[config.mk]
export PLATFORM = sky130hd
export DESIGN_NAME = digit_scan_controller_flat
export DESIGN_NICKNAME = d
export VERILOG_FILES = /design/src/rtl/digit_scan_controller_pkg.sv /design/src/rtl/digit_scan_controller_if.sv /design/src/rtl/digit_scan_controller_scan_prescaler.sv /design/src/rtl/digit_scan_controller.sv /design/src/flat_wrapper.sv
export SDC_FILE = /design/constraint.sdc
export NUM_CORES = 1
export LEC_CHECK = 0
export ABC_CLOCK_PERIOD_IN_PS = 4100
export CAP_MARGIN = 20
export CORE_MARGIN = 1
export CORE_UTILIZATION = 59
export CTS_CLUSTER_SIZE = 8
export DETAILED_ROUTE_END_ITERATION = 10
export MAX_ROUTING_LAYER = met4
export PLACE_DENSITY = 0.91
export SLEW_MARGIN = 20
export SYNTH_ARGS = -nofsm -noshare
export SYNTH_HDL_FRONTEND = slang
export SYNTH_SLANG_ARGS = --single-unit
[constraint.sdc]
create_clock -name clk -period 4.1 [get_ports clk]
set_input_delay 0.41 -clock clk [delete_from_list [all_inputs] [get_ports clk]]
set_output_delay 0.41 -clock clk [all_outputs]
set_load 0.05 [all_outputs]
[src/rtl/digit_scan_controller_pkg.sv]
// Shared definitions for the display scan blocks.
// Contents: scan FSM state encoding, default slot timing shared with the
// segment-data mux and other display blocks, and a width helper.
package digit_scan_controller_pkg;

  typedef enum logic [1:0] {
    IDLE   = 2'd0,
    BLANK  = 2'd1,
    ACTIVE = 2'd2
  } scan_state_t;

  localparam int DEFAULT_SLOT_CYCLES  = 100000;
  localparam int DEFAULT_BLANK_CYCLES = 1000;

  // $clog2 with a floor of one bit, so that tiny parameters still yield
  // a legal vector width.
  function automatic int width_min1(input int n);
    return ($clog2(n) < 1) ? 1 : $clog2(n);
  endfunction

endpackage

[src/rtl/digit_scan_controller_if.sv]
// Display scan bus: control inputs to the scanner and the registered
// digit-select outputs toward the display pins / segment-data mux.
//   en          scan run (1) / stop (0)
//   digit_mask  per-digit enable, sampled at slot start
//   select      digit select lines
//   digit_idx   index of the digit owning the current slot
//   blank       no digit driven this cycle
//   slot_start  first cycle of a slot
// master: the block controlling the scanner; slave: the scanner itself.
interface digit_scan_controller_if #(
  parameter int NUM_DIGITS = 4
);
  localparam int IDX_W = digit_scan_controller_pkg::width_min1(NUM_DIGITS);

  logic                  en;
  logic [NUM_DIGITS-1:0] digit_mask;
  logic [NUM_DIGITS-1:0] select;
  logic [IDX_W-1:0]      digit_idx;
  logic                  blank;
  logic                  slot_start;

  modport master (
    output en, digit_mask,
    input  select, digit_idx, blank, slot_start
  );

  modport slave (
    input  en, digit_mask,
    output select, digit_idx, blank, slot_start
  );

endinterface

[src/rtl/digit_scan_controller_scan_prescaler.sv]
// Slot timer for the digit scanner: modulo-SLOT_CYCLES up-counter with
// synchronous clear.
//   clk, rst    clock, synchronous active-high reset
//   clr         synchronous clear (holds cnt at 0)
//   cnt         position inside the current slot
//   blank_done  last cycle of the blanking interval
//   wrap        last cycle of the slot
module scan_prescaler #(
  parameter int SLOT_CYCLES  = 8,
  parameter int BLANK_CYCLES = 2,
  parameter int CNT_W        = 3
) (
  input  logic             clk,
  input  logic             rst,
  input  logic             clr,
  output logic [CNT_W-1:0] cnt,
  output logic             blank_done,
  output logic             wrap
);

  assign wrap = (cnt == CNT_W'(SLOT_CYCLES - 1));

  // With no blanking interval there is no last blank cycle to flag.
  assign blank_done = (BLANK_CYCLES > 0) && (cnt == CNT_W'(BLANK_CYCLES - 1));

  always_ff @(posedge clk) begin
    if (rst || clr) begin
      cnt <= '0;
    end else if (wrap) begin
      cnt <= '0;
    end else begin
      cnt <= cnt + 1'b1;
    end
  end

endmodule

[src/rtl/digit_scan_controller.sv]
// Digit-select scanner for a multiplexed 7-segment / LED display.
// Each digit owns a slot of SLOT_CYCLES cycles; the first BLANK_CYCLES of a
// slot drive no digit (anti-ghosting). Digits cleared in the mask still use
// their slot so refresh rate and duty stay constant.
//   clk, rst  clock, synchronous active-high reset
//   bus       digit_scan_controller_if.slave (en, digit_mask in;
//             select, digit_idx, blank, slot_start out, all registered)
//
// state  | meaning
// IDLE   | stopped, all selects off, waiting for en
// BLANK  | leading blank part of a slot, all selects off
// ACTIVE | remainder of the slot, digit idx driven if its mask bit is set
module digit_scan_controller
  import digit_scan_controller_pkg::*;
#(
  parameter int NUM_DIGITS   = 4,
  parameter int SLOT_CYCLES  = DEFAULT_SLOT_CYCLES,
  parameter int BLANK_CYCLES = DEFAULT_BLANK_CYCLES,
  parameter int ACTIVE_LOW   = 1
) (
  input  logic                    clk,
  input  logic                    rst,
  digit_scan_controller_if.slave  bus
);

  localparam int IDX_W = width_min1(NUM_DIGITS);
  localparam int CNT_W = width_min1(SLOT_CYCLES);
  localparam logic [NUM_DIGITS-1:0] SEL_OFF = {NUM_DIGITS{ACTIVE_LOW != 0}};
  localparam scan_state_t FIRST_STATE = (BLANK_CYCLES == 0) ? ACTIVE : BLANK;

  if (NUM_DIGITS < 2) begin : g_bad_digits
    $error("digit_scan_controller: NUM_DIGITS must be at least 2");
  end
  if (SLOT_CYCLES < 2) begin : g_bad_slot
    $error("digit_scan_controller: SLOT_CYCLES must be at least 2");
  end
  if (BLANK_CYCLES < 0 || BLANK_CYCLES >= SLOT_CYCLES) begin : g_bad_blank
    $error("digit_scan_controller: BLANK_CYCLES must be in [0, SLOT_CYCLES)");
  end

  scan_state_t           state_q, state_d;
  logic [IDX_W-1:0]      idx_q, idx_d;
  logic [NUM_DIGITS-1:0] mask_q, mask_d;
  logic [NUM_DIGITS-1:0] onehot_d;
  logic [NUM_DIGITS-1:0] sel_q, sel_d;
  logic                  blank_q, blank_d;
  logic                  ss_q, ss_d;

  logic [CNT_W-1:0]      cnt;
  logic                  blank_done;
  logic                  wrap;
  logic                  cnt_clr;

  // The timer only runs inside a slot; leaving the scan restarts it at 0
  // so a re-enable always begins with a full slot.
  assign cnt_clr = (state_q == IDLE) || !bus.en;

  scan_prescaler #(
    .SLOT_CYCLES  (SLOT_CYCLES),
    .BLANK_CYCLES (BLANK_CYCLES),
    .CNT_W        (CNT_W)
  ) u_prescaler (
    .clk        (clk),
    .rst        (rst),
    .clr        (cnt_clr),
    .cnt        (cnt),
    .blank_done (blank_done),
    .wrap       (wrap)
  );

  always_comb begin
    state_d = state_q;
    idx_d   = idx_q;
    mask_d  = mask_q;
    ss_d    = 1'b0;

    if (!bus.en) begin
      state_d = IDLE;
      idx_d   = '0;
    end else begin
      case (state_q)
        IDLE: begin
          state_d = FIRST_STATE;
          idx_d   = '0;
          mask_d  = bus.digit_mask;
          ss_d    = 1'b1;
        end
        BLANK, ACTIVE: begin
          if (wrap) begin
            state_d = FIRST_STATE;
            // Explicit compare so non-power-of-two digit counts wrap cleanly.
            idx_d   = (idx_q == IDX_W'(NUM_DIGITS - 1)) ? '0 : idx_q + 1'b1;
            mask_d  = bus.digit_mask;
            ss_d    = 1'b1;
          end else if (state_q == BLANK && blank_done) begin
            state_d = ACTIVE;
          end
        end
        default: begin
          state_d = IDLE;
          idx_d   = '0;
        end
      endcase
    end
  end

  // Outputs are decoded from next-cycle values so they register on the same
  // edge as state/idx/mask.
  always_comb begin
    onehot_d = '0;
    if (state_d == ACTIVE) begin
      for (int i = 0; i < NUM_DIGITS; i++) begin
        if (idx_d == IDX_W'(i) && mask_d[i]) begin
          onehot_d[i] = 1'b1;
        end
      end
    end
    sel_d   = onehot_d ^ SEL_OFF;
    blank_d = ~|onehot_d;
  end

  always_ff @(posedge clk) begin
    if (rst) begin
      state_q <= IDLE;
      idx_q   <= '0;
      mask_q  <= '0;
      sel_q   <= SEL_OFF;
      blank_q <= 1'b1;
      ss_q    <= 1'b0;
    end else begin
      state_q <= state_d;
      idx_q   <= idx_d;
      mask_q  <= mask_d;
      sel_q   <= sel_d;
      blank_q <= blank_d;
      ss_q    <= ss_d;
    end
  end

  assign bus.select     = sel_q;
  assign bus.digit_idx  = idx_q;
  assign bus.blank      = blank_q;
  assign bus.slot_start = ss_q;

  // Never more than one digit driven; the slot timer rests at 0 while idle.
  always_ff @(posedge clk) begin
    if (!rst) begin
      assert ($onehot0(sel_q ^ SEL_OFF));
      assert (state_q != IDLE || cnt == '0);
    end
  end

endmodule

[src/flat_wrapper.sv]
// flat-port wrapper written by rule: the top's interface ports become plain ports
module digit_scan_controller_flat import digit_scan_controller_pkg::*;
#(
  parameter int NUM_DIGITS   = 4,
  parameter int SLOT_CYCLES  = DEFAULT_SLOT_CYCLES,
  parameter int BLANK_CYCLES = DEFAULT_BLANK_CYCLES,
  parameter int ACTIVE_LOW   = 1
)
  (clk, rst, bus_en, bus_digit_mask, bus_select, bus_digit_idx, bus_blank, bus_slot_start);
  digit_scan_controller_if #(.NUM_DIGITS(NUM_DIGITS)) bus_i ();
  input  logic clk;
  input  logic rst;
  input wire logic [$bits(bus_i.en)-1:0] bus_en;
  input wire logic [$bits(bus_i.digit_mask)-1:0] bus_digit_mask;
  output wire logic [$bits(bus_i.select)-1:0] bus_select;
  output wire logic [$bits(bus_i.digit_idx)-1:0] bus_digit_idx;
  output wire logic [$bits(bus_i.blank)-1:0] bus_blank;
  output wire logic [$bits(bus_i.slot_start)-1:0] bus_slot_start;
  assign bus_i.en = bus_en;
  assign bus_i.digit_mask = bus_digit_mask;
  assign bus_select = bus_i.select;
  assign bus_digit_idx = bus_i.digit_idx;
  assign bus_blank = bus_i.blank;
  assign bus_slot_start = bus_i.slot_start;
  digit_scan_controller #(.NUM_DIGITS(NUM_DIGITS), .SLOT_CYCLES(SLOT_CYCLES), .BLANK_CYCLES(BLANK_CYCLES), .ACTIVE_LOW(ACTIVE_LOW)) u_core (.clk(clk), .rst(rst), .bus(bus_i));
endmodule
==> out/qor.txt <==
Antenna cells = 0
Post-synthesis cell type count = 34
Worst endpoint data arrival time = 2.96 ns
Total clock sinks = 31
Post-CTS Setup Repair Bufs = 0
Ratio of routed vias to standard cells = 5.99
Worst path required time = 4.32 ns
Biggest area consumer among synthesized cells = dfxtp_1
Die boundary width = 52.0 µm
Sum of routed wire length over all layers = 3170 µm
Overall Power = 0.000596 W
Remaining routing DRC violations = 0
Global route total overflow = 0
Number of buffers added to fix hold violations after cts = 0
Number of fill cells in the layout = 151
Transition time at the pin with the least slew margin = 0.744 ns
Setup violators final = 0
Nets in the synthesized netlist = 178
Starting DRT DRC Count = 54
Antenna violations before repair = 0
NumNets Final = 196
Power Density = 347 nW/µm²
Final Instance Count excl. Fillers = 213
Leading post-synthesis cells by instance count = dfxtp_1 (31), nor2_1 (28), nand2_1 (16), nand3_1 (15), inv_1 (10)
Share of synthesized area occupied by flip-flops and latches = 42.1%
Highest net fanout along the worst path = 7
Outcome = finished clean
Number of nets with antenna violations after routing = 0
Post-CTS Resized = 0
Htree depth = 2
Count of input and output buffers = 14
Number of buffers between clock root and the deepest sink = 2
Worst vdd rail ir drop = 345 µV
Hpwl dp = 2290 µm
Fmax = 0.364 GHz
Class of the tightest hold or removal check = reg2reg
Most common cell in the synthesized netlist = dfxtp_1
Count of flip-flops with a built-in enable after synthesis = 0
CTS buffer count = 5
Predominant post-synthesis flop cell = dfxtp_1
Routed wire length per instance = 14.9 µm
Clock-pin slew on the worst setup and hold paths = 0.11 ns
Overall fraction of global-route tracks in use = 27.5%
Leak pwr = 0.604 nW
Floorplan die area = 2700 µm²
Number of detailed-route iterations in the first pass = 4
Post-Place Cells = 205
Number of placed I/O pins = 15
Vertical die dimension = 52.0 µm
Synth Warn # = 0
Mean cell area of the mapped netlist = 8.87 µm²
Total Neg Setup Slack = 0 ns
Final clock skew = 0.0171 ns
Number of hold violations in the final report = 0
Synth Cell Area = 1470 µm²
Number of global-route vias before repair = 1,219
Max_slew headroom = 50.0%
Pre-CTS setup slack = 1.40 ns
Max-cap violation count = 0
Top cells by area, synth = dfxtp_1 (42%), nor2_1 (7.1%), xor2_1 (5.4%), nand3_1 (5.1%), ha_1 (4.2%)
Area of the multi-input gates = 800 µm²
Type of the setup path with the least slack = reg2reg
Pin count of the biggest net entering global routing = 18
Setup repair after global routing missed its margin = no
Setup slack after layout = 1.35 ns
Final estimated routing congestion in global placement = 0.844
TritonCTS clock tree = done
Count of standard-cell rows = 17
Final Cycle Share = 67.0%
Type of element capturing the critical path = register
Ratio of cells with drive above 1 in the final layout = 10.3%
Placeable core region = 2280 µm²
Area share of the leading cell type in the synthesized netlist = 42.1%
End-of-flow core utilization = 75.5%
Latest clock arrival within the worst-skew pair = 0.34 ns
Fin. max-slew vios = 0
Clock period minus worst slack = 2.75 ns
First-pass GRT wire length = 5220 µm
Detailed-route via count = 1,276
Clk root buf = clkbuf_4
Number of synthesized register bits = 31
Register area = 621 µm²
Synth-to-layout area growth = 16.7%
Proportion of synthesized flip-flops having asynchronous set or reset = 0%
Worst setup SP type = register
Mapped Cells = 166
Starting utilization of the core area = 64.7%
[report_power, final]
part	switching [W]	internal, W	total (W)
combinational	0.0000208	0.0000152	0.0000360
clock	0.000107	0.000144	0.000251
sequential	0.00000335	0.000305	0.000308
[worst paths after layout]
path	startpoint	end	slack, ns	depth (start not counted)
max	u_core.u_prescaler.cnt[10]	u_core.bus.blank	1.35	6
min	u_core.u_prescaler.cnt[0]	u_core.u_prescaler.cnt[0]	0.50	1
max reg2reg	u_core.u_prescaler.cnt[10]	u_core.bus.blank	1.35	6
min reg2reg	u_core.u_prescaler.cnt[0]	u_core.u_prescaler.cnt[0]	0.50	1
[cell families (layout without fill, tap and decap cells)]
| family | after synthesis | after routing | synth area share (%) |
|---|---|---|---|
| and+or+nand+nor | 83 | 83 | 28.0 |
| DFF | 31 | 31 | 42.1 |
| AOI/OAI and AO/OA | 15 | 15 | 10.4 |
| xor gates and xnor gates | 15 | 15 | 8.92 |
| buffers and inverters | 13 | 32 | 3.57 |
| adders and majority gates | 5 | 5 | 4.25 |
| muxes | 4 | 4 | 2.72 |
[registers in the layout (all words and copies together) (netlist names)]
signal / count
u_core.u_prescaler.cnt: 17
u_core.bus.select: 4
u_core.mask_q: 4
u_core.bus.digit_idx: 2
u_core.state_q: 2
u_core.bus.blank: 1
u_core.bus.slot_start: 1
[worst max-delay path, cell delays in order, from the launching register on]
cell	delay (ns)
dfxtp_1	0.41
nor4bb_1	0.33
nand3_1	0.21
nor4_2	0.73
mux2i_1	0.60
mux2i_1	0.25
a22oi_1	0.11
[metrics by stage]
stage,hold slack (ns),cell area [µm²]
3_5_place_dp,0.490,1630
3_3_place_gp,0.456,1630
2_1_floorplan,0.442,1470
5_1_grt,0.531,1720
4_1_cts,0.509,1720
6_report,0.504,1720
[placed cells by master, fill, tap and decap left out, drive strengths merged, types with 2 or more instances in the layout]
| cell type | instances |
|---|---|
| inv | 10 |
| xor2 | 9 |
| nor2 | 28 |
| a221oi | 4 |
| ha | 5 |
| nand3b | 2 |
| or4 | 2 |
| mux2i | 4 |
| clkbuf | 6 |
| clkdlybuf4s50 | 14 |
| dfxtp | 31 |
| nand3 | 15 |
| nor4 | 3 |
| nand2 | 16 |
| a21oi | 6 |
| nor3 | 5 |
| xnor2 | 6 |
| or3 | 2 |
| nand4 | 4 |
[metal layers]
metal  share of wire (%)  GRT usage, %  wire length (µm)
met4                 3.1          14.4                98
met2                  49          44.4              1570
met3                 6.0          7.31               189
met5                   0             -                 0
met1                  41          30.9              1320
[cell type report]
| cell class | count | share of cell area [%] |
|---|---|---|
| multi-input combinational | 122 | 46.5 |
| sequential | 31 | 36.1 |
| timing repair buffer | 14 | 8.15 |
| clock buffer | 6 | 2.98 |
| inverter | 10 | 2.18 |
| clock inverter | 2 | 2.04 |
| tap | 28 | 2.04 |
(Power assumes the default switching activity.)
